### src/rtl/gol_sequencer_if.sv
// -----------------------------------------------------------------------------
// gol_sequencer_if
// Board-load handshake between a board source and the Game of Life sequencer.
//   i_load_valid  source -> sequencer  load request, held until o_load_ready
//   i_load_data   source -> sequencer  64-bit board, cell(r,c) = bit r*8+c
//   o_load_ready  sequencer -> source  sequencer is idle and will take a load
// -----------------------------------------------------------------------------
interface gol_sequencer_if;
    logic        i_load_valid;
    logic [63:0] i_load_data;
    logic        o_load_ready;

    modport master (
        output i_load_valid,
        output i_load_data,
        input  o_load_ready
    );

    modport slave (
        input  i_load_valid,
        input  i_load_data,
        output o_load_ready
    );
endinterface

### src/rtl/gol_sequencer.sv
// -----------------------------------------------------------------------------
// gol_sequencer
// Generation sequencer for an 8x8 Game of Life board (B3/S23). Holds the
// current board, computes the next generation one row per clock into a
// separate next board, and commits it in a single cycle so that o_frame only
// ever shows complete generations. Generations are paced by a tick counter
// (i_run) or by single-step requests (i_step).
//
// Ports:
//   i_clk          system clock, rising edge
//   i_reset        asynchronous active-low reset
//   load_if        board load handshake (slave side)
//   i_run          level, enables periodic generations
//   i_step         single-generation request, honoured only in IDLE
//   o_frame        committed board for the LED matrix driver
//   o_frame_valid  one-cycle pulse whenever o_frame is written
//   o_busy         high while computing or committing
//   o_generation   generations since the last load (wraps)
//   o_extinct      committed board is all zero
//   o_overrun      sticky: a tick arrived while not idle; cleared by load
// -----------------------------------------------------------------------------
module gol_sequencer #(
    parameter int unsigned TICKS_PER_GEN = 32'd8000000,
    parameter bit          WRAP          = 1'b1
) (
    input  logic                  i_clk,
    input  logic                  i_reset,
    gol_sequencer_if.slave        load_if,
    input  logic                  i_run,
    input  logic                  i_step,
    output logic [63:0]           o_frame,
    output logic                  o_frame_valid,
    output logic                  o_busy,
    output logic [15:0]           o_generation,
    output logic                  o_extinct,
    output logic                  o_overrun
);

    typedef enum logic [1:0] {
        ST_IDLE    = 2'd0,
        ST_COMPUTE = 2'd1,
        ST_COMMIT  = 2'd2
    } state_t;

    localparam logic [31:0] TICK_LAST = 32'(TICKS_PER_GEN - 32'd1);

    state_t      state_r;
    state_t      state_nx_s;
    logic [2:0]  row_r;
    logic [63:0] cur_r;
    logic [63:0] next_r;
    logic [63:0] frame_r;
    logic [31:0] tick_cnt_r;
    logic        tick_s;
    logic        load_take_s;
    logic [7:0]  row_next_s;
    logic        frame_valid_r;
    logic        busy_r;
    logic        ready_r;
    logic [15:0] gen_r;
    logic        extinct_r;
    logic        overrun_r;

    // Next state of row r of the board under B3/S23. Row/column neighbours use
    // 3-bit arithmetic, which wraps mod 8 for free; without WRAP the
    // out-of-board neighbours are masked to dead instead.
    function automatic logic [7:0] next_row(input logic [63:0] board,
                                            input logic [2:0]  r);
        logic [2:0] ru;
        logic [2:0] rd;
        logic [7:0] up;
        logic [7:0] mid;
        logic [7:0] dn;
        logic [2:0] col;
        logic [2:0] cl;
        logic [2:0] cr;
        logic       l_ok;
        logic       r_ok;
        logic [3:0] cnt;
        logic [7:0] res;
        ru  = r - 3'd1;
        rd  = r + 3'd1;
        mid = board[{r, 3'b000} +: 8];
        up  = (WRAP || (r != 3'd0)) ? board[{ru, 3'b000} +: 8] : 8'd0;
        dn  = (WRAP || (r != 3'd7)) ? board[{rd, 3'b000} +: 8] : 8'd0;
        res = 8'd0;
        for (int c = 32'sd0; c < 32'sd8; c++) begin
            col  = 3'(c);
            cl   = col - 3'd1;
            cr   = col + 3'd1;
            l_ok = WRAP || (col != 3'd0);
            r_ok = WRAP || (col != 3'd7);
            cnt  = {3'b000, up[cl] & l_ok}  + {3'b000, up[col]} + {3'b000, up[cr] & r_ok}
                 + {3'b000, mid[cl] & l_ok}                     + {3'b000, mid[cr] & r_ok}
                 + {3'b000, dn[cl] & l_ok}  + {3'b000, dn[col]} + {3'b000, dn[cr] & r_ok};
            res[col] = (cnt == 4'd3) || (mid[col] && (cnt == 4'd2));
        end
        return res;
    endfunction

    // Tick decode, load acceptance and the row currently being evaluated.
    always_comb begin
        tick_s      = 1'b0;
        load_take_s = 1'b0;
        if (i_run && (tick_cnt_r == TICK_LAST)) begin
            tick_s = 1'b1;
        end else begin
            tick_s = 1'b0;
        end
        if ((state_r == ST_IDLE) && load_if.i_load_valid) begin
            load_take_s = 1'b1;
        end else begin
            load_take_s = 1'b0;
        end
        row_next_s = next_row(cur_r, row_r);
    end

    // Generation period counter; a load restarts the period.
    always_ff @(posedge i_clk or negedge i_reset) begin
        if (!i_reset) begin
            tick_cnt_r <= 32'd0;
        end else if (!i_run || load_take_s || tick_s) begin
            tick_cnt_r <= 32'd0;
        end else begin
            tick_cnt_r <= tick_cnt_r + 32'd1;
        end
    end

    // FSM state register.
    always_ff @(posedge i_clk or negedge i_reset) begin
        if (!i_reset) begin
            state_r <= ST_IDLE;
        end else begin
            state_r <= state_nx_s;
        end
    end

    // FSM next state; a load in IDLE takes priority over tick and step.
    always_comb begin
        state_nx_s = state_r;
        case (state_r)
            ST_IDLE: begin
                if (load_take_s) begin
                    state_nx_s = ST_IDLE;
                end else if (tick_s || i_step) begin
                    state_nx_s = ST_COMPUTE;
                end else begin
                    state_nx_s = ST_IDLE;
                end
            end
            ST_COMPUTE: begin
                if (row_r == 3'd7) begin
                    state_nx_s = ST_COMMIT;
                end else begin
                    state_nx_s = ST_COMPUTE;
                end
            end
            ST_COMMIT: state_nx_s = ST_IDLE;
            default:   state_nx_s = ST_IDLE;
        endcase
    end

    // Board datapath and registered status outputs. Rows only ever land in
    // next_r, so an interrupted generation never reaches cur_r or the frame.
    always_ff @(posedge i_clk or negedge i_reset) begin
        if (!i_reset) begin
            row_r         <= 3'd0;
            cur_r         <= 64'd0;
            next_r        <= 64'd0;
            frame_r       <= 64'd0;
            gen_r         <= 16'd0;
            frame_valid_r <= 1'b0;
            busy_r        <= 1'b0;
            ready_r       <= 1'b1;
            extinct_r     <= 1'b1;
            overrun_r     <= 1'b0;
        end else begin
            frame_valid_r <= 1'b0;
            ready_r       <= (state_nx_s == ST_IDLE);
            busy_r        <= (state_nx_s != ST_IDLE);
            if (tick_s && (state_r != ST_IDLE)) begin
                overrun_r <= 1'b1;
            end else begin
                overrun_r <= overrun_r;
            end
            case (state_r)
                ST_IDLE: begin
                    row_r <= 3'd0;
                    if (load_take_s) begin
                        cur_r         <= load_if.i_load_data;
                        frame_r       <= load_if.i_load_data;
                        gen_r         <= 16'd0;
                        overrun_r     <= 1'b0;
                        frame_valid_r <= 1'b1;
                        extinct_r     <= (load_if.i_load_data == 64'd0);
                    end else begin
                        cur_r <= cur_r;
                    end
                end
                ST_COMPUTE: begin
                    next_r[{row_r, 3'b000} +: 8] <= row_next_s;
                    row_r                        <= row_r + 3'd1;
                end
                ST_COMMIT: begin
                    cur_r         <= next_r;
                    frame_r       <= next_r;
                    gen_r         <= gen_r + 16'd1;
                    frame_valid_r <= 1'b1;
                    extinct_r     <= (next_r == 64'd0);
                end
                default: begin
                    row_r <= 3'd0;
                end
            endcase
        end
    end

    assign load_if.o_load_ready = ready_r;
    assign o_frame              = frame_r;
    assign o_frame_valid        = frame_valid_r;
    assign o_busy               = busy_r;
    assign o_generation         = gen_r;
    assign o_extinct            = extinct_r;
    assign o_overrun            = overrun_r;

endmodule

### src/flat_wrapper.sv
// flat-port wrapper written by rule: the top's interface ports become plain ports
module gol_sequencer_flat 
#(
    parameter int unsigned TICKS_PER_GEN = 32'd8000000,
    parameter bit          WRAP          = 1'b1
)
  (i_clk, i_reset, i_run, i_step, o_frame, o_frame_valid, o_busy, o_generation, o_extinct, o_overrun, load_if_i_load_valid, load_if_i_load_data, load_if_o_load_ready);
  gol_sequencer_if load_if_i ();
  input  logic i_clk;
  input  logic i_reset;
  input  logic i_run;
  input  logic i_step;
  output logic [63:0] o_frame;
  output logic o_frame_valid;
  output logic o_busy;
  output logic [15:0] o_generation;
  output logic o_extinct;
  output logic o_overrun;
  input wire logic [$bits(load_if_i.i_load_valid)-1:0] load_if_i_load_valid;
  input wire logic [$bits(load_if_i.i_load_data)-1:0] load_if_i_load_data;
  output wire logic [$bits(load_if_i.o_load_ready)-1:0] load_if_o_load_ready;
  assign load_if_i.i_load_valid = load_if_i_load_valid;
  assign load_if_i.i_load_data = load_if_i_load_data;
  assign load_if_o_load_ready = load_if_i.o_load_ready;
  gol_sequencer #(.TICKS_PER_GEN(TICKS_PER_GEN), .WRAP(WRAP)) u_core (.i_clk(i_clk), .i_reset(i_reset), .load_if(load_if_i), .i_run(i_run), .i_step(i_step), .o_frame(o_frame), .o_frame_valid(o_frame_valid), .o_busy(o_busy), .o_generation(o_generation), .o_extinct(o_extinct), .o_overrun(o_overrun));
endmodule
### config.mk
export PLATFORM = sky130hd
export DESIGN_NAME = gol_sequencer_flat
export DESIGN_NICKNAME = d
export VERILOG_FILES = /design/src/rtl/gol_sequencer_if.sv /design/src/rtl/gol_sequencer.sv /design/src/flat_wrapper.sv
export SDC_FILE = /design/constraint.sdc
export NUM_CORES = 1
export LEC_CHECK = 0
export ABC_AREA = 1
export CORE_ASPECT_RATIO = 1.2
export CORE_MARGIN = 8
export CORE_UTILIZATION = 60
export DETAILED_ROUTE_END_ITERATION = 6
export PLACE_DENSITY_LB_ADDON = 0.05
export SYNTH_ARGS = -nofsm -noshare
export SYNTH_HDL_FRONTEND = slang
export SYNTH_SLANG_ARGS = --single-unit
### constraint.sdc
create_clock -name i_clk -period 11.9 [get_ports i_clk]
set_input_delay 2.38 -clock i_clk [delete_from_list [all_inputs] [get_ports i_clk]]
set_output_delay 2.38 -clock i_clk [all_outputs]
set_load 0.05 [all_outputs]
==> out/qor.txt, run 1 <==
Synthesized cell area - 0.0122 sq mm
Yosys warnings - 0
Worst-path fanout max - 108
Critical Path Source Type - register
Leading post-synthesis cells by cell area - dfrtp_1 (38%), nand2_1 (12%), inv_1 (8.6%)
Final period utilization - 0.554
Max_cap viols - 0
Reg2reg path depth - 20
DRC Markers - 0
GPL Wtd Cong - 0.992
Post-synth EDFFs - 0
Fmax - 0.152 GHz
DRT Pass-1 Iters - 6
Via Count - 11800
Hold buffers post-CTS - 0
Slowest CP cell - dfrtp_4
Clock-pin slew on the worst setup and hold paths - 100 ps
Syn Area/Cell - 7.64 sq um
Placed inst area - 0.0138 sq mm
Initial antenna violation count - 0
R2R Setup Slk - 5310 ps
CP bufs+invs - 6
Initial Utilization - 0.608
Clock period minus worst slack - 6590 ps
Worst r2r src - u_core.row_r[0]
Critical-path cell list - inv_8 -> ha_2 -> buf_4 -> nor2_8 -> a22o_1 -> nor2_1 -> inv_1 -> ha_1 -> inv_1 -> fa_1 -> inv_1 -> fa_1 -> fa_1 -> inv_1 -> fa_1 -> nor3_1 -> nand3_2 -> nor2_2 -> nand3_1 -> nand2_1
Top cell type's share of synthesized area - 0.376
Worst Setup Path Type - reg -> reg
Post-CTS setup buffer count - 0
Placement row count - 57
Status - complete, no violations
DRT Wirelength - 42400 microns
Initial drt markers - 1200
Min-delay worst type - reg -> reg
Count leader, synth - nand2_1
Crit path DAT - 7000 ps
RSZ-0062 raised after global routing - no
Antenna Cells - 0
TritonCTS clock tree - built
Post-Layout Inst Area - 0.0144 sq mm
Worst Tran Pin Value - 1250 ps
# nets final - 1852
Area delta synth->final - 17.9%
Layout cells sized above 1 - 0.0699
Asr flop ratio synth - 1.00
Final setup fails - 0
CTS H-tree lvls - 4
Post-DP HPWL - 31800 microns
Post-synthesis sequential area ratio - 0.381
Post-synth top area cell - dfrtp_1
Die span in x - 146 microns
Worst Clk Skew - 28.5 ps
Crit path max-delay family - adder cells
Global-route wire length before repair - 66300 microns
Crit path required time - 12310 ps
Worst-Skew Late Latency - 460 ps
HP Start - u_core.tick_cnt_r[0]
Full die area - 0.0252 sq mm
Clock Tree Buf Depth - 2
Largest net degree at the start of global routing - 109
I/O Buffers - 153
Final hold vios - 0
Worst r2r dst - u_core.next_r[25]
Root buffer cell - clkbuf_16
Grt ovf - 0
Worst Setup SP - u_core.row_r[0]
Slew Limit Fails - 0
Num ports - 154
Top post-synthesis cells by count - nand2_1 (393), inv_1 (280), dfrtp_1 (184)
Vias in the first global route - 11800
CTS sink count - 186
Post-Syn Instances - 1601
Die H - 172 microns
# resized after CTS - 0
Setup TNS - 0 ps
Post-DR wirelength/cell - 21.3 microns
Vias/cell - 5.92
Syn Nets - 1735
Slew headroom - 0.168
GRT Overall Usage - 0.341
Core Box Area - 0.0201 sq mm
Largest stage delay, worst path - 1110 ps
Yosys reg bits - 186
Worst hold endpoint - u_core.tick_cnt_r[0]
Synth Flop Type - dfrtp_1
Post-DRT Antenna Nets - 0
CP endpoint kind - register
# fillers - 1619
Distinct cells, synth - 46
CTS buffer count - 17
Cells on Worst Hold Path - 1
==> layout by cell type, fill, tap and decap left out, drive strengths merged, types with 10 or more instances in the layout <==
| cell type | instances |
|---|---|
| nand2 | 404 |
| inv | 312 |
| dfrtp | 184 |
| clkdlybuf4s50 | 152 |
| nand3 | 141 |
| nor2 | 128 |
| o21ai | 80 |
| nor3 | 49 |
| o221ai | 48 |
| ha | 33 |
| fa | 32 |
| nand4 | 28 |
| a21oi | 20 |
| xor2 | 18 |
| clkbuf | 18 |
| a22oi | 17 |
| nor4 | 10 |
==> through the flow <==
step / std cells / hold slack [ps] / utilization / setup slack, ps
2_1_floorplan: 1601 / 451 / - / 6770
3_3_place_gp: 1964 / 468 / 0.685 / 5550
3_5_place_dp: 1964 / 485 / 0.685 / 5450
4_1_cts: 1996 / 498 / 0.717 / 5430
5_1_grt: 1996 / 520 / 0.717 / 4940
6_report: 1996 / 492 / 0.717 / 5310
==> kinds of logic after synthesis <==
logic type	Yosys count	share of synthesized area
adder cells (fa/ha/maj)	65	0.0861
AND/OR/NAND/NOR	766	0.285
buffers and inverters	363	0.125
XOR/XNOR	25	0.0179
AO/OA/AOI/OAI	196	0.106
flip-flops	186	0.381
==> sequential cells by signal (all words and copies together), names as in the netlist <==
name,cells
u_core.o_busy,1
u_core.next_r,64
u_core.tick_cnt_r,32
u_core.o_overrun,1
u_core.o_frame_valid,1
u_core.state_r,2
u_core.row_r,3
u_core.o_generation,16
u_core.cur_r,64
u_core.load_if.o_load_ready,1
u_core.o_extinct,1
==> metal layers <==
| layer | up-vias | routed length (microns) | track usage |
|---|---|---|---|
| li1 | 5385 | - | - |
| met1 | 5689 | 15700 | 0.398 |
| met2 | 618 | 21400 | 0.593 |
| met3 | 131 | 3500 | 0.0678 |
| met4 | 0 | 1920 | 0.167 |
| met5 | - | 0 | 0 |
==> how the worst max path moves through the flow <==
stage                         to  slack (ps)  cells after the start
2_1_floorplan  u_core.next_r[26]        6770                     25
3_3_place_gp   u_core.next_r[44]        5550                     21
3_5_place_dp   u_core.next_r[44]        5450                     21
4_1_cts        u_core.next_r[25]        5430                     20
5_1_grt        u_core.next_r[17]        4940                     20
6_report       u_core.next_r[25]        5310                     20
==> final cells by class <==
type                    count  area (sq um)  area share
inverters                 301          1140      0.0790
clock buffers              17           425      0.0295
flip-flops and latches    186          4660       0.323
multi-input cells        1052          6060       0.420
well taps                 265           332      0.0230
repair buffers            160          1590       0.110
clock inverters            15           218      0.0151
Power of run 1 is left out: the tool's default activity adds up to more than one toggle a clock period on the data nets, which glitch-free logic cannot reach.
==> inputs of run 2 (changes only) <==
--- a/config.mk
+++ b/config.mk
@@ -8,7 +8,7 @@
 export ABC_AREA = 1
 export CORE_ASPECT_RATIO = 1.2
 export CORE_MARGIN = 8
-export CORE_UTILIZATION = 60
+export CORE_UTILIZATION = 57
 export DETAILED_ROUTE_END_ITERATION = 6
 export PLACE_DENSITY_LB_ADDON = 0.05
 export SYNTH_ARGS = -nofsm -noshare
==> constraint.sdc (replaced) <==
create_clock -name i_clk -period 6.5 [get_ports i_clk]
set_input_delay 1.3 -clock i_clk [delete_from_list [all_inputs] [get_ports i_clk]]
set_output_delay 1.3 -clock i_clk [all_outputs]
set_load 0.05 [all_outputs]
==> run 2 against run 1 <==
Hold slack worse by 2.6 ps; sequential share of layout area down 0.050 points; sequential cell count unchanged; clock-buffer cell count up 1; critical path depth unchanged; non-clock buffer count up 10; design area up 0.16%; final cell count up 0.75%; register-to-register slack worse by 4500 ps; die area up 4.7%; first-iteration DRC count down 2.2%; critical path type unchanged; largest cell class unchanged.
==> out/qor.txt, run 2 (synthesized netlist as in run 1, its figures left out) <==
Post-DP HPWL - 32100 microns (was 31800 microns)
Placement row count - 58 (was 57)
Final setup fails - 0 (unchanged)
Worst r2r dst - u_core.next_r[25] (unchanged)
Critical Path Source Type - register (unchanged)
HP Start - u_core.o_generation[15] (was u_core.tick_cnt_r[0])
GRT Overall Usage - 0.323 (was 0.341)
Final period utilization - 0.879 (was 0.554)
Initial antenna violation count - 1 (was 0)
Die H - 176 microns (was 172 microns)
Slew Limit Fails - 0 (unchanged)
Antenna Cells - 0 (unchanged)
TritonCTS clock tree - built (unchanged)
Cells on Worst Hold Path - 1 (unchanged)
Core Box Area - 0.0210 sq mm (was 0.0201 sq mm)
Worst-path fanout max - 11 (was 108)
GPL Wtd Cong - 0.968 (was 0.992)
Core Util, Final - 0.687 (was 0.717)
DRC Markers - 0 (unchanged)
Status - complete, no violations (unchanged)
Most frequent cells in the layout - nand2_1 (392), inv_1 (280), dfrtp_1 (183) (unchanged)
Largest net degree at the start of global routing - 74 (was 109)
Worst-Skew Late Latency - 450 ps (was 460 ps)
Setup TNS - 0 ps (unchanged)
Full die area - 0.0264 sq mm (was 0.0252 sq mm)
Worst Setup Path Type - reg -> reg (unchanged)
Clock-pin slew on the worst setup and hold paths - 80 ps (was 100 ps)
Slew headroom - 0.277 (was 0.168)
Vias in the first global route - 11800 (about the same)
Clock Tree Buf Depth - 2 (unchanged)
Via Count - 11700 (was 11800)
Placed inst area - 0.0139 sq mm (was 0.0138 sq mm)
Max_cap viols - 0 (unchanged)
DRT Wirelength - 41700 microns (was 42400 microns)
Root buffer cell - clkbuf_16 (unchanged)
Fmax - 0.175 GHz (was 0.152 GHz)
Initial drt markers - 1174 (was 1200)
DRT Pass-1 Iters - 7 (was 6)
Hold buffers post-CTS - 0 (unchanged)
I/O Buffers - 153 (unchanged)
RSZ-0062 raised after global routing - no (unchanged)
Worst Clk Skew - 15.0 ps (was 28.5 ps)
Crit path DAT - 6110 ps (was 7000 ps)
Vias/cell - 5.81 (was 5.92)
# nets final - 1862 (was 1852)
Reg2reg path depth - 20 (unchanged)
Worst Tran Pin Value - 1080 ps (was 1250 ps)
Crit path required time - 6890 ps (was 12310 ps)
Grt ovf - 0 (unchanged)
Post-DRT Antenna Nets - 0 (unchanged)
Min-delay worst type - reg -> reg (unchanged)
Worst r2r src - u_core.row_r[2] (was u_core.row_r[0])
Area delta synth->final - 18.1% (was 17.9%)
Die span in x - 150 microns (was 146 microns)
CTS sink count - 186 (unchanged)
Post-Layout Inst Area - 0.0145 sq mm (was 0.0144 sq mm)
Global-route wire length before repair - 65800 microns (was 66300 microns)
Post-CTS setup buffer count - 0 (unchanged)
CP endpoint kind - register (unchanged)
Post-DR wirelength/cell - 20.7 microns (was 21.3 microns)
Largest regs - u_core.cur_r: 64 flops, u_core.next_r: 64 flops, u_core.tick_cnt_r: 32 flops (unchanged)
Layout cells sized above 1 - 0.0747 (was 0.0699)
Initial Utilization - 0.581 (was 0.608)
Num ports - 154 (unchanged)
CTS buffer count - 17 (unchanged)
Final hold vios - 0 (unchanged)
Clock period minus worst slack - 5720 ps (was 6590 ps)
R2R Setup Slk - 780 ps (was 5310 ps)
CTS H-tree lvls - 4 (unchanged)
Commonest non-fill, non-tap cell in the layout - nand2_1 (unchanged)
# resized after CTS - 0 (unchanged)
Worst hold endpoint - u_core.o_generation[15] (was u_core.tick_cnt_r[0])
## run 2: changes by cell type in the layout (fill, tap and decap cells not counted)
cell,previous run,this run
clkinv_4,0,2
clkbuf_1,0,1
inv_6,2,4
inv_8,4,3
inv_16,1,0
inv_12,5,0
clkinvlp_4,0,2
buf_4,7,17
## run 2: final cells by class
cell class              count  area [sq um]
repair buffers            170          1660
inverters                 301          1140
multi-input cells        1052          6060
well taps                 270           338
clock buffers              18           429
flip-flops and latches    186          4660
fillers                  1790          6600
clock inverters            14           155
## run 2: metal layers
| metal | share of wire | global-route usage | vias to the layer above | wire, microns |
|---|---|---|---|---|
| met5 | 0.00029 | 0 | - | 12 |
| li1 | - | - | 5409 | - |
| met3 | 0.068 | 0.0612 | 127 | 2850 |
| met4 | 0.055 | 0.178 | 2 | 2300 |
| met2 | 0.48 | 0.536 | 548 | 20100 |
| met1 | 0.39 | 0.390 | 5598 | 16400 |
## run 2: critical path, cell delays in order (launching register included)
cell	delay, ps
dfrtp_1	570
inv_1	310
ha_1	420
inv_2	260
nor2_8	80
a22o_1	230
nor2_1	240
inv_1	130
ha_1	310
inv_1	50
fa_1	470
inv_1	50
fa_1	500
fa_1	450
inv_1	90
fa_1	400
nor3_1	310
nand3_2	180
nor2_2	320
nand3_1	190
nand2_1	100
## run 2: stage by stage
stage          hold WS, ps  std cells  setup slack [ps]
3_3_place_gp           474       1979               906
3_5_place_dp           481       1979               851
6_report               490       2011               783
4_1_cts                491       2011               843
5_1_grt                517       2011               489
2_1_floorplan          451       1601              1370
## run 2: worst max path at each step
stage,start,end,depth (start not counted)
2_1_floorplan,u_core.row_r[0],u_core.next_r[27],25
3_3_place_gp,u_core.row_r[2],u_core.next_r[25],20
3_5_place_dp,u_core.row_r[0],u_core.next_r[22],19
4_1_cts,u_core.row_r[2],u_core.next_r[25],20
5_1_grt,u_core.row_r[2],u_core.next_r[23],20
6_report,u_core.row_r[2],u_core.next_r[25],20
Power of run 2 is left out for the same reason.
==> inputs of run 3 (changes only) <==
--- a/config.mk
+++ b/config.mk
@@ -11,6 +11,7 @@
 export CORE_UTILIZATION = 57
 export DETAILED_ROUTE_END_ITERATION = 6
 export PLACE_DENSITY_LB_ADDON = 0.05
+export SLEW_MARGIN = 10
 export SYNTH_ARGS = -nofsm -noshare
 export SYNTH_HDL_FRONTEND = slang
 export SYNTH_SLANG_ARGS = --single-unit
==> results of run 3 <==
Same layout as run 2: the final DEF is identical, and so are final timing and power.
Power of run 3 is left out for the same reason.
